===== config.mk =====
export PLATFORM = sky130hd
export DESIGN_NAME = rvv_alu_seq_flat
export DESIGN_NICKNAME = d
export VERILOG_FILES = /design/src/rtl/rvv_alu_seq_if.sv /design/src/rtl/rvv_alu_seq.sv /design/src/flat_wrapper.sv
export SDC_FILE = /design/constraint.sdc
export NUM_CORES = 1
export LEC_CHECK = 0
export CAP_MARGIN = 40
export CORE_ASPECT_RATIO = 0.6
export CORE_UTILIZATION = 49
export CTS_CLUSTER_DIAMETER = 100
export DETAILED_ROUTE_END_ITERATION = 8
export GPL_TIMING_DRIVEN = 0
export PLACE_DENSITY = 0.87
export RECOVER_POWER = 25
export SETUP_SLACK_MARGIN = 0.5
export SLEW_MARGIN = 5
export SYNTH_ARGS = -nofsm -noshare
export SYNTH_HDL_FRONTEND = slang
export SYNTH_SLANG_ARGS = --single-unit

===== constraint.sdc =====
create_clock -name clk -period 16.6 [get_ports clk]
set_input_delay 3.32 -clock clk [delete_from_list [all_inputs] [get_ports clk]]
set_output_delay 3.32 -clock clk [all_outputs]
set_load 0.005 [all_outputs]

===== src/rtl/rvv_alu_seq_if.sv =====
// Sequencer-to-ALU bus for one rvv_alu lane: control driven by the sequencer,
// per-chunk result and opcode support flag returned by the ALU.
interface rvv_alu_seq_if;
  logic       alu_run;
  logic [5:0] alu_opcode;
  logic [2:0] alu_vsew;
  logic [2:0] alu_op_type;
  logic [9:0] alu_byte_i;
  logic [3:0] alu_in_reg_offset;
  logic [63:0] alu_vd;
  logic [9:0] alu_index;
  logic       alu_instr_valid;

  modport master (
    output alu_run, alu_opcode, alu_vsew, alu_op_type, alu_byte_i, alu_in_reg_offset,
    input  alu_vd, alu_index, alu_instr_valid
  );

  modport slave (
    input  alu_run, alu_opcode, alu_vsew, alu_op_type, alu_byte_i, alu_in_reg_offset,
    output alu_vd, alu_index, alu_instr_valid
  );
endinterface


===== src/rtl/rvv_alu_seq.sv =====
// Element/chunk sequencer driving one rvv_alu lane and assembling a VLEN-wide result.
// Optional RVV_SEQ_TAIL_AGNOSTIC_EN: accumulator preloads all ones instead of vd_old.
module rvv_alu_seq #(
  parameter int VLEN       = 128,
  parameter int LANE_WIDTH = 3
) (
  input  logic            clk,
  input  logic            reset,
  input  logic            start,
  input  logic            kill,
  input  logic [5:0]      opcode_in,
  input  logic [2:0]      vsew_in,
  input  logic [2:0]      op_type_in,
  input  logic [7:0]      vl,
  input  logic [VLEN-1:0] vd_old,
  output logic            busy,
  output logic            done,
  output logic            err,
  output logic [VLEN-1:0] vd_out,
  rvv_alu_seq_if.master   alu,
  output logic [1:0]      dbg_state
);
  // Handshake: start is a valid that is only accepted (implicit ready) in IDLE;
  // every accepted command ends in exactly one done pulse unless killed or reset.
  localparam logic [1:0] S_IDLE  = 2'd0;
  localparam logic [1:0] S_CHECK = 2'd1;
  localparam logic [1:0] S_RUN   = 2'd2;
  localparam logic [1:0] S_DONE  = 2'd3;

  localparam int         L  = 1 << LANE_WIDTH;
  localparam logic [3:0] LW = 4'(LANE_WIDTH);
  localparam logic [VLEN-1:0] LANE_ONES = {{(VLEN-L){1'b0}}, {L{1'b1}}};

  logic [1:0]      state;
  logic [5:0]      opcode_q;
  logic [2:0]      vsew_q;
  logic [2:0]      op_type_q;
  logic [7:0]      vl_q;
  logic [9:0]      elem;
  logic [3:0]      chunk;
  logic            run_q;
  logic            err_q;
  logic [VLEN-1:0] acc;

  logic [3:0]      sew_log;
  logic [3:0]      chunk_log;
  logic [3:0]      c_last;
  logic [31:0]     vlmax;
  logic            reject;
  logic            last_chunk;
  logic            last_elem;
  logic [VLEN-1:0] wmask;
  logic [VLEN-1:0] wdata;
  logic            unused_vd;

  assign sew_log    = 4'd3 + {1'b0, vsew_q};
  assign chunk_log  = (sew_log > LW) ? (sew_log - LW) : 4'd0;
  assign c_last     = (4'd1 << chunk_log) - 4'd1;
  assign vlmax      = 32'(VLEN) >> sew_log;
  assign reject     = (vsew_q > 3'd3) || ({24'd0, vl_q} > vlmax) || !alu.alu_instr_valid;
  assign last_chunk = (chunk == c_last);
  assign last_elem  = (elem == ({2'b00, vl_q} - 10'd1));

  // The ALU reports where its chunk belongs; min/max walk chunks MSB-first.
  assign wmask = LANE_ONES << alu.alu_index;
  assign wdata = VLEN'(alu.alu_vd[L-1:0]) << alu.alu_index;
  assign unused_vd = ^alu.alu_vd[63:L];

  always_ff @(posedge clk or posedge reset) begin
    if (reset) begin
      state     <= S_IDLE;
      opcode_q  <= '0;
      vsew_q    <= '0;
      op_type_q <= '0;
      vl_q      <= '0;
      elem      <= '0;
      chunk     <= '0;
      run_q     <= 1'b0;
      err_q     <= 1'b0;
      acc       <= '0;
    end else begin
      case (state)
        S_IDLE: begin
          err_q <= 1'b0;
          if (start) begin
            opcode_q  <= opcode_in;
            vsew_q    <= vsew_in;
            op_type_q <= op_type_in;
            vl_q      <= vl;
`ifdef RVV_SEQ_TAIL_AGNOSTIC_EN
            acc       <= '1;
`else
            acc       <= vd_old;
`endif
            state     <= S_CHECK;
          end
        end
        S_CHECK: begin
          if (kill) begin
            state <= S_IDLE;
          end else if (reject) begin
            err_q <= 1'b1;
            state <= S_DONE;
          end else if (vl_q == 8'd0) begin
            state <= S_DONE;
          end else begin
            elem  <= '0;
            chunk <= '0;
            run_q <= 1'b1;
            state <= S_RUN;
          end
        end
        S_RUN: begin
          if (kill) begin
            run_q <= 1'b0;
            elem  <= '0;
            chunk <= '0;
            state <= S_IDLE;
          end else begin
            acc <= (acc & ~wmask) | wdata;
            if (last_chunk) begin
              chunk <= '0;
              if (last_elem) begin
                run_q <= 1'b0;
                elem  <= '0;
                state <= S_DONE;
              end else begin
                elem <= elem + 10'd1;
              end
            end else begin
              chunk <= chunk + 4'd1;
            end
          end
        end
        default: begin
          err_q <= 1'b0;
          state <= S_IDLE;
        end
      endcase
    end
  end

`ifdef RVV_SEQ_TAIL_AGNOSTIC_EN
  logic unused_old;
  assign unused_old = ^vd_old;
`endif

  assign busy   = (state == S_RUN);
  assign done   = (state == S_DONE);
  assign err    = err_q;
  assign vd_out = acc;
  assign dbg_state = state;

  assign alu.alu_run           = run_q;
  assign alu.alu_opcode        = opcode_q;
  assign alu.alu_vsew          = vsew_q;
  assign alu.alu_op_type       = op_type_q;
  assign alu.alu_byte_i        = elem;
  assign alu.alu_in_reg_offset = chunk;
endmodule


===== src/flat_wrapper.sv =====
// flat-port wrapper written by rule: the top's interface ports become plain ports
module rvv_alu_seq_flat 
#(
  parameter int VLEN       = 128,
  parameter int LANE_WIDTH = 3
)
  (clk, reset, start, kill, opcode_in, vsew_in, op_type_in, vl, vd_old, busy, done, err, vd_out, dbg_state, alu_alu_run, alu_alu_opcode, alu_alu_vsew, alu_alu_op_type, alu_alu_byte_i, alu_alu_in_reg_offset, alu_alu_vd, alu_alu_index, alu_alu_instr_valid);
  rvv_alu_seq_if alu_i ();
  input  logic clk;
  input  logic reset;
  input  logic start;
  input  logic kill;
  input  logic [5:0] opcode_in;
  input  logic [2:0] vsew_in;
  input  logic [2:0] op_type_in;
  input  logic [7:0] vl;
  input  logic [VLEN-1:0] vd_old;
  output logic busy;
  output logic done;
  output logic err;
  output logic [VLEN-1:0] vd_out;
  output logic [1:0] dbg_state;
  output wire logic [$bits(alu_i.alu_run)-1:0] alu_alu_run;
  output wire logic [$bits(alu_i.alu_opcode)-1:0] alu_alu_opcode;
  output wire logic [$bits(alu_i.alu_vsew)-1:0] alu_alu_vsew;
  output wire logic [$bits(alu_i.alu_op_type)-1:0] alu_alu_op_type;
  output wire logic [$bits(alu_i.alu_byte_i)-1:0] alu_alu_byte_i;
  output wire logic [$bits(alu_i.alu_in_reg_offset)-1:0] alu_alu_in_reg_offset;
  input wire logic [$bits(alu_i.alu_vd)-1:0] alu_alu_vd;
  input wire logic [$bits(alu_i.alu_index)-1:0] alu_alu_index;
  input wire logic [$bits(alu_i.alu_instr_valid)-1:0] alu_alu_instr_valid;
  assign alu_alu_run = alu_i.alu_run;
  assign alu_alu_opcode = alu_i.alu_opcode;
  assign alu_alu_vsew = alu_i.alu_vsew;
  assign alu_alu_op_type = alu_i.alu_op_type;
  assign alu_alu_byte_i = alu_i.alu_byte_i;
  assign alu_alu_in_reg_offset = alu_i.alu_in_reg_offset;
  assign alu_i.alu_vd = alu_alu_vd;
  assign alu_i.alu_index = alu_alu_index;
  assign alu_i.alu_instr_valid = alu_alu_instr_valid;
  rvv_alu_seq #(.VLEN(VLEN), .LANE_WIDTH(LANE_WIDTH)) u_core (.clk(clk), .reset(reset), .start(start), .kill(kill), .opcode_in(opcode_in), .vsew_in(vsew_in), .op_type_in(op_type_in), .vl(vl), .vd_old(vd_old), .busy(busy), .done(done), .err(err), .vd_out(vd_out), .alu(alu_i), .dbg_state(dbg_state));
endmodule

### Word level (Yosys, flattened, before mapping)

Cells that the tools add are included.
Widths: inputs -> output; s select.

* register bits after elaboration: 166
* bits in latches: 0
* memory bits (writable): 0
* memory bits (read-only): 0
* bits of input ports: 227
* output and inout bits: 160
* word-level logic and storage cells: 89
* memories kept: 0

* $add $sub $neg: 6
* multipliers: 0
* div/mod/pow operators: 0
* order comparisons: 3
* equal/unequal tests: 13
* shifts and indexed selects: 4
* muxes and demuxes: 35
* bitwise logic cells: 4
* reductions and logical operators: 14

Operators with widths (count)
* $mux 128: 2
* $pmux 128 s2: 1
* $and 128x128->128: 1
* $not 128->128: 1
* $or 128x128->128: 1
* $shl 8x10->128: 1
* $shl 8x10->128 const A: 1
* $mux 10: 6
* $gt 8x32->1: 1
* $shr 8x4->32 const A: 1
* $mux 4: 6
* $pmux 10 s2: 1
* $mux 2: 6
* $add 10x1->10 const B: 1
* $eq 10x10->1: 1
* $ne 2x2->1 const B: 5
* $mux 1: 9
* $reduce_and 3->1: 3
* $sub 8x1->9 const B: 1
* $logic_not 8->1: 1
* $pmux 4 s2: 1
* $ne 3x2->1 const B: 2
* $pmux 2 s3: 1
* $reduce_and 6->1: 1
* other kinds (20): 24

### Logic depth before layout (Yosys ltp)

* word-level depth: 9
* mapped depth: 12
* gate-level depth less buffers: 10

### Worst setup path after synthesis

No wires, ideal clock.

* path kind: input -> register
* start: input port alu_alu_index[0]
* end: register u_core.acc[112], in the netlist u_core.vd_out[112]
* library setup time: 0.128 ns
* data arrival time: 4.892 ns
* data required time: 16.472 ns
* setup slack: 11.581 ns
* stages on the path: 9
* buffers on the path: 2
* cells stage by stage: buf_2 buf_2 mux2_1 nand3_1 o21ai_1 mux2i_1 o22ai_1 a221oi_1 nor3_1

* word-level cells in the longest chain between the ends: 6
* elaborated cells between the ends (all ways): 7
* those cells by class: 2 x shift; 2 x mux; 3 x bitwise

Ends and longest elaborated chain
* from (decl): RTL line flat_wrapper.sv:30 `input wire logic [$bits(alu_i.alu_index)-1:0] alu_alu_index;`
* $shl 8x10->128: RTL line rvv_alu_seq.sv:65 `assign wmask = LANE_ONES << alu.alu_index;`
* $not 128->128: RTL line rvv_alu_seq.sv:120 `acc <= (acc & ~wmask) | wdata;`
* $and 128x128->128: RTL line rvv_alu_seq.sv:120
* $or 128x128->128 (*): RTL line rvv_alu_seq.sv:120
* $mux 128 (*): RTL line rvv_alu_seq.sv:114 `if (kill) begin`
* $pmux 128 s2 (*): RTL line rvv_alu_seq.sv:82 `case (state)`
* to (signal assigned): RTL line rvv_alu_seq.sv:93 `acc <= vd_old;`
* to (signal assigned): RTL line rvv_alu_seq.sv:120
* to (decl): RTL line rvv_alu_seq.sv:43 `logic [VLEN-1:0] acc;`

Mark *: on every way between the ends. The rest lies on a longest branch, timed or not. The select of a mux whose other input is x is not followed.
A chain may end at the register's enable or synchronous reset.

### Worst setup path after layout

* start: register u_core.state[0], in the netlist u_core.dbg_state[0]
* end: output port busy

* word-level cells in the longest chain between the ends: 1

Ends and longest elaborated chain
* from (decl): RTL line rvv_alu_seq.sv:34 `logic [1:0] state;`
* from (signal assigned): RTL line rvv_alu_seq.sv:71 `state <= S_IDLE;`
* from (signal assigned): RTL line rvv_alu_seq.sv:95 `state <= S_CHECK;`
* from (signal assigned): RTL line rvv_alu_seq.sv:100 `state <= S_IDLE;`
* $eq 2x2->1: RTL line rvv_alu_seq.sv:148 `assign busy = (state == S_RUN);`
* to (decl): RTL line flat_wrapper.sv:18 `output logic busy;`

No other way between the ends.

==> results.json <==
{
  "status": "finished, violations left",
  "violations": "capacitance limit, slew limit",
  "antenna_found_initial": 5,
  "cp_slowest_cell": "clkbuf_1",
  "grt_pass1_wl_microns": 73540,
  "cpPeakStageDelay_ns": 0.73,
  "area_delta_synth_final_pct": 40.48,
  "fmax_mhz": 154.7,
  "use_met2_pct": 63.18,
  "antenna_left": 0,
  "vias": 12980,
  "fin_crit_sh_pct": 38.95,
  "cts_resized": 0,
  "cp_cell_sequence": "nand2b_1 > inv_2 > clkbuf_1 > buf_1 > clkdlybuf4s50_1",
  "clkSinkCount": 166,
  "cts_inserted_buffers": 17,
  "tritoncts": "built",
  "dpl_worst_slack_ns": 10.28,
  "met1_usage_pct": 61.59,
  "synth.distinct_cells": 70,
  "startpoint": "u_core.dbg_state[0]",
  "r2r-start": "u_core.alu.alu_vsew[2]",
  "wl_per_cell_microns": 25.83,
  "ys_ff_latch": 166,
  "r2r_cells": 11,
  "row_count": 41,
  "syn_nets": 1559,
  "ys_seq_area_share_pct": 39.15,
  "slew_viol_final": 60,
  "ir_drop_uv": 105.3,
  "period_needed_ns": 6.466,
  "syn-cell-area_sq_um": 10610,
  "core_sq_um": 21140,
  "cts_setup_buffers": 0,
  "cts_hold_buf": 0,
  "cp_data_required_time_ns": 13.28,
  "relSlewSlack_pct": -88.13,
  "drive_gt1_share_pct": 6.001,
  "fin_util_pct": 70.53,
  "setup_violations": 0,
  "die_h_microns": 116.0,
  "synth_ff_type": "dfrtp_1",
  "clk-insertion-delay-late_ns": 0.45,
  "track_usage_pct": 45.45,
  "grt_pass1_vias": 12200,
  "timing.rr.end": "u_core.alu.alu_byte_i[6]",
  "area.sequential_sq_um": 4154,
  "fin_setup_tns_ns": 0,
  "wirelength_microns": 50730,
  "final_cell_area_sq_um": 14910,
  "first_iter_violations": 1918,
  "synthCells": 1322,
  "critPathArrivalTime_ns": 3.15,
  "drv_cap": 1,
  "drc_errors": 0,
  "clock-root-buffer": "clkbuf_16",
  "nFillCells": 1600,
  "fp.dieW_microns": 192.0,
  "global_route.peak_usage_layer": "met2",
  "grt_max_degree": 108,
  "cp-start-kind": "flip-flop",
  "synth-edff-count": 0,
  "io_buffer_count": 326,
  "leakagePower_nw": 5.433,
  "globalRouteOverflowTotal": 0,
  "dp_hpwl_microns": 38570,
  "async_flop_share_pct": 100.0,
  "io_pins": 387,
  "gp_congestion": 1.043,
  "avgSynthCellArea_sq_um": 8.027,
  "hold_path.class": "flip-flop to flip-flop",
  "crit_type": "flip-flop to primary output",
  "first_pass_iters": 9,
  "multi_input_area_sq_um": 5974,
  "rsz0062_at_grt": "false",
  "powerDensity_nw_per_um2": 161.1,
  "final_hold_viol_count": 0,
  "clk_path_buf_depth": 2,
  "via_per_inst": 6.611,
  "critPathCaptureType": "primary output",
  "rrSetupSlack_ns": 13.38,
  "clk_pin_slew_ns": 0.07,
  "grtUsageMet3_pct": 20.65,
  "placed_area_sq_um": 14290,
  "initial_core_util_pct": 50.21,
  "nNetsFinal": 1908,
  "cp-endpoint": "busy",
  "ctsHtreeMaxLevel": 4,
  "skew_ns": 0.008468,
  "tightest_slew_ns": 2.806,
  "layout_setup_ws_ns": 10.13,
  "die_area_sq_um": 22270,
  "yosys_warnings": 0,
  "crit_fanout": 10
}
-- per-layer routing --
| layer | part of all wire, % | up-vias |
|---|---|---|
| met5 | 0.028 | - |
| met4 | 3.7 | 2 |
| met3 | 17 | 177 |
| met2 | 40 | 1131 |
| met1 | 40 | 6147 |
| li1 | - | 5527 |
-- worst max-delay path: cells and delay by family, from the launching register on --
kind | cells | cell delay, ns
DFF | 1 | 0.44
buffers and inverters | 4 | 2.03
and+or+nand+nor | 1 | 0.22
-- stage by stage --
step	hold slack [ns]	power [mW]	std cells
2_1_floorplan	0.4771	1.275	1322
3_3_place_gp	0.4686	1.882	1927
3_5_place_dp	0.4908	1.923	1931
4_1_cts	0.5049	2.363	1962
5_1_grt	0.5303	2.515	1962
6_report	0.5087	2.402	1964
-- registers in the layout (all words and copies together), names as in the netlist --
signal and flops:
u_core.alu.alu_in_reg_offset 4, u_core.alu.alu_run 1, u_core.alu.alu_byte_i 10, u_core.dbg_state 2, u_core.vd_out 128, u_core.err 1, u_core.vl_q 8, u_core.alu.alu_op_type 3
u_core.alu.alu_opcode 6, u_core.alu.alu_vsew 3
-- placed cells by master (no fill, tap or decap), drive strengths merged, types with 15 or more instances in the layout --
| cell type | netlist | final |
|---|---|---|
| clkdlybuf4s50 | 0 | 323 |
| nand2 | 205 | 205 |
| o21ai | 174 | 174 |
| dfrtp | 166 | 166 |
| nor2 | 125 | 125 |
| nor3 | 120 | 120 |
| clkbuf | 89 | 108 |
| a21oi | 64 | 64 |
| a221oi | 63 | 63 |
| mux2 | 29 | 29 |
| buf | 22 | 26 |
| nand3 | 21 | 21 |
| a311oi | 19 | 19 |
| o211ai | 18 | 18 |
| o22ai | 15 | 15 |
-- worst min path at each step --
stage,startpoint,endpoint,cells after the start
final,u_core.vd_out[66],u_core.vd_out[66],2
after global routing,u_core.vd_out[66],u_core.vd_out[66],2
after CTS,u_core.vd_out[66],u_core.vd_out[66],2
after detailed placement,u_core.vd_out[66],u_core.vd_out[66],2
after global placement,u_core.alu.alu_opcode[4],u_core.alu.alu_opcode[4],1
after floorplan,u_core.vd_out[63],u_core.vd_out[63],2
-- cell families (layout without fill, tap and decap cells) --
logic type | Yosys count | count (layout) | synth area share, %
flops | 166 | 166 | 39.15
mux | 38 | 38 | 4.198
xor+xnor | 22 | 22 | 1.816
compound gates | 411 | 411 | 24.99
other cells | 0 | 2 | 0
fa+ha+maj | 10 | 10 | 1.179
buf+inv | 121 | 482 | 4.551
simple gates | 554 | 554 | 24.12
-- cell usage after synthesis, types with 4 or more instances --
| cell | instances | area [sq um] |
|---|---|---|
| nand3b_1 | 9 | 67.56 |
| buf_2 | 14 | 70.07 |
| o311ai_1 | 8 | 70.07 |
| nor3_1 | 118 | 590.6 |
| and2_1 | 9 | 56.30 |
| nand2_1 | 205 | 769.5 |
| a31oi_1 | 6 | 37.54 |
| mux2_2 | 23 | 259.0 |
| clkbuf_1 | 89 | 334.1 |
| nor2b_1 | 11 | 68.82 |
| dfrtp_1 | 166 | 4154 |
| or3_1 | 7 | 43.79 |
| and3_1 | 6 | 37.54 |
| a22o_1 | 8 | 70.07 |
| buf_1 | 6 | 22.52 |
| o31ai_1 | 7 | 52.55 |
| mux2_1 | 6 | 67.56 |
| o21ai_2 | 4 | 35.03 |
| o22ai_1 | 15 | 93.84 |
| nand2b_1 | 14 | 87.58 |
| nand3_1 | 21 | 105.1 |
| o21a_1 | 4 | 30.03 |
| a311oi_1 | 18 | 157.7 |
| ha_1 | 10 | 125.1 |
| inv_1 | 9 | 33.78 |
| o2bb2ai_1 | 4 | 35.03 |
| mux2i_1 | 6 | 60.06 |
| o21ai_0 | 123 | 615.6 |
| a221oi_1 | 62 | 543.0 |
| a21oi_1 | 64 | 320.3 |
| nor2_1 | 122 | 457.9 |
| o211ai_1 | 18 | 135.1 |
| xnor2_1 | 14 | 122.6 |
| or2_2 | 5 | 31.28 |
| xor2_1 | 8 | 70.07 |
| o21ai_1 | 47 | 235.2 |
-- report_power, final --
part	internal, mW	total [mW]	switching (mW)
Combinational	0.590	1.19	0.597
Clock	0.255	0.438	0.183
Sequential	0.594	0.777	0.183
Total	1.44	2.40	0.963
-- cell type report --
class	count	share of cell area [%]
Buffer	111	2.988
Multi-Input combinational cell	1035	40.08
Tap cell	279	2.342
Clock buffer	19	2.971
Clock inverter	12	1.183
Antenna cell	2	0.03357
Timing Repair Buffer	330	22.28
Inverter	10	0.2602
Sequential cell	166	27.87
(Power assumes the default switching activity.)
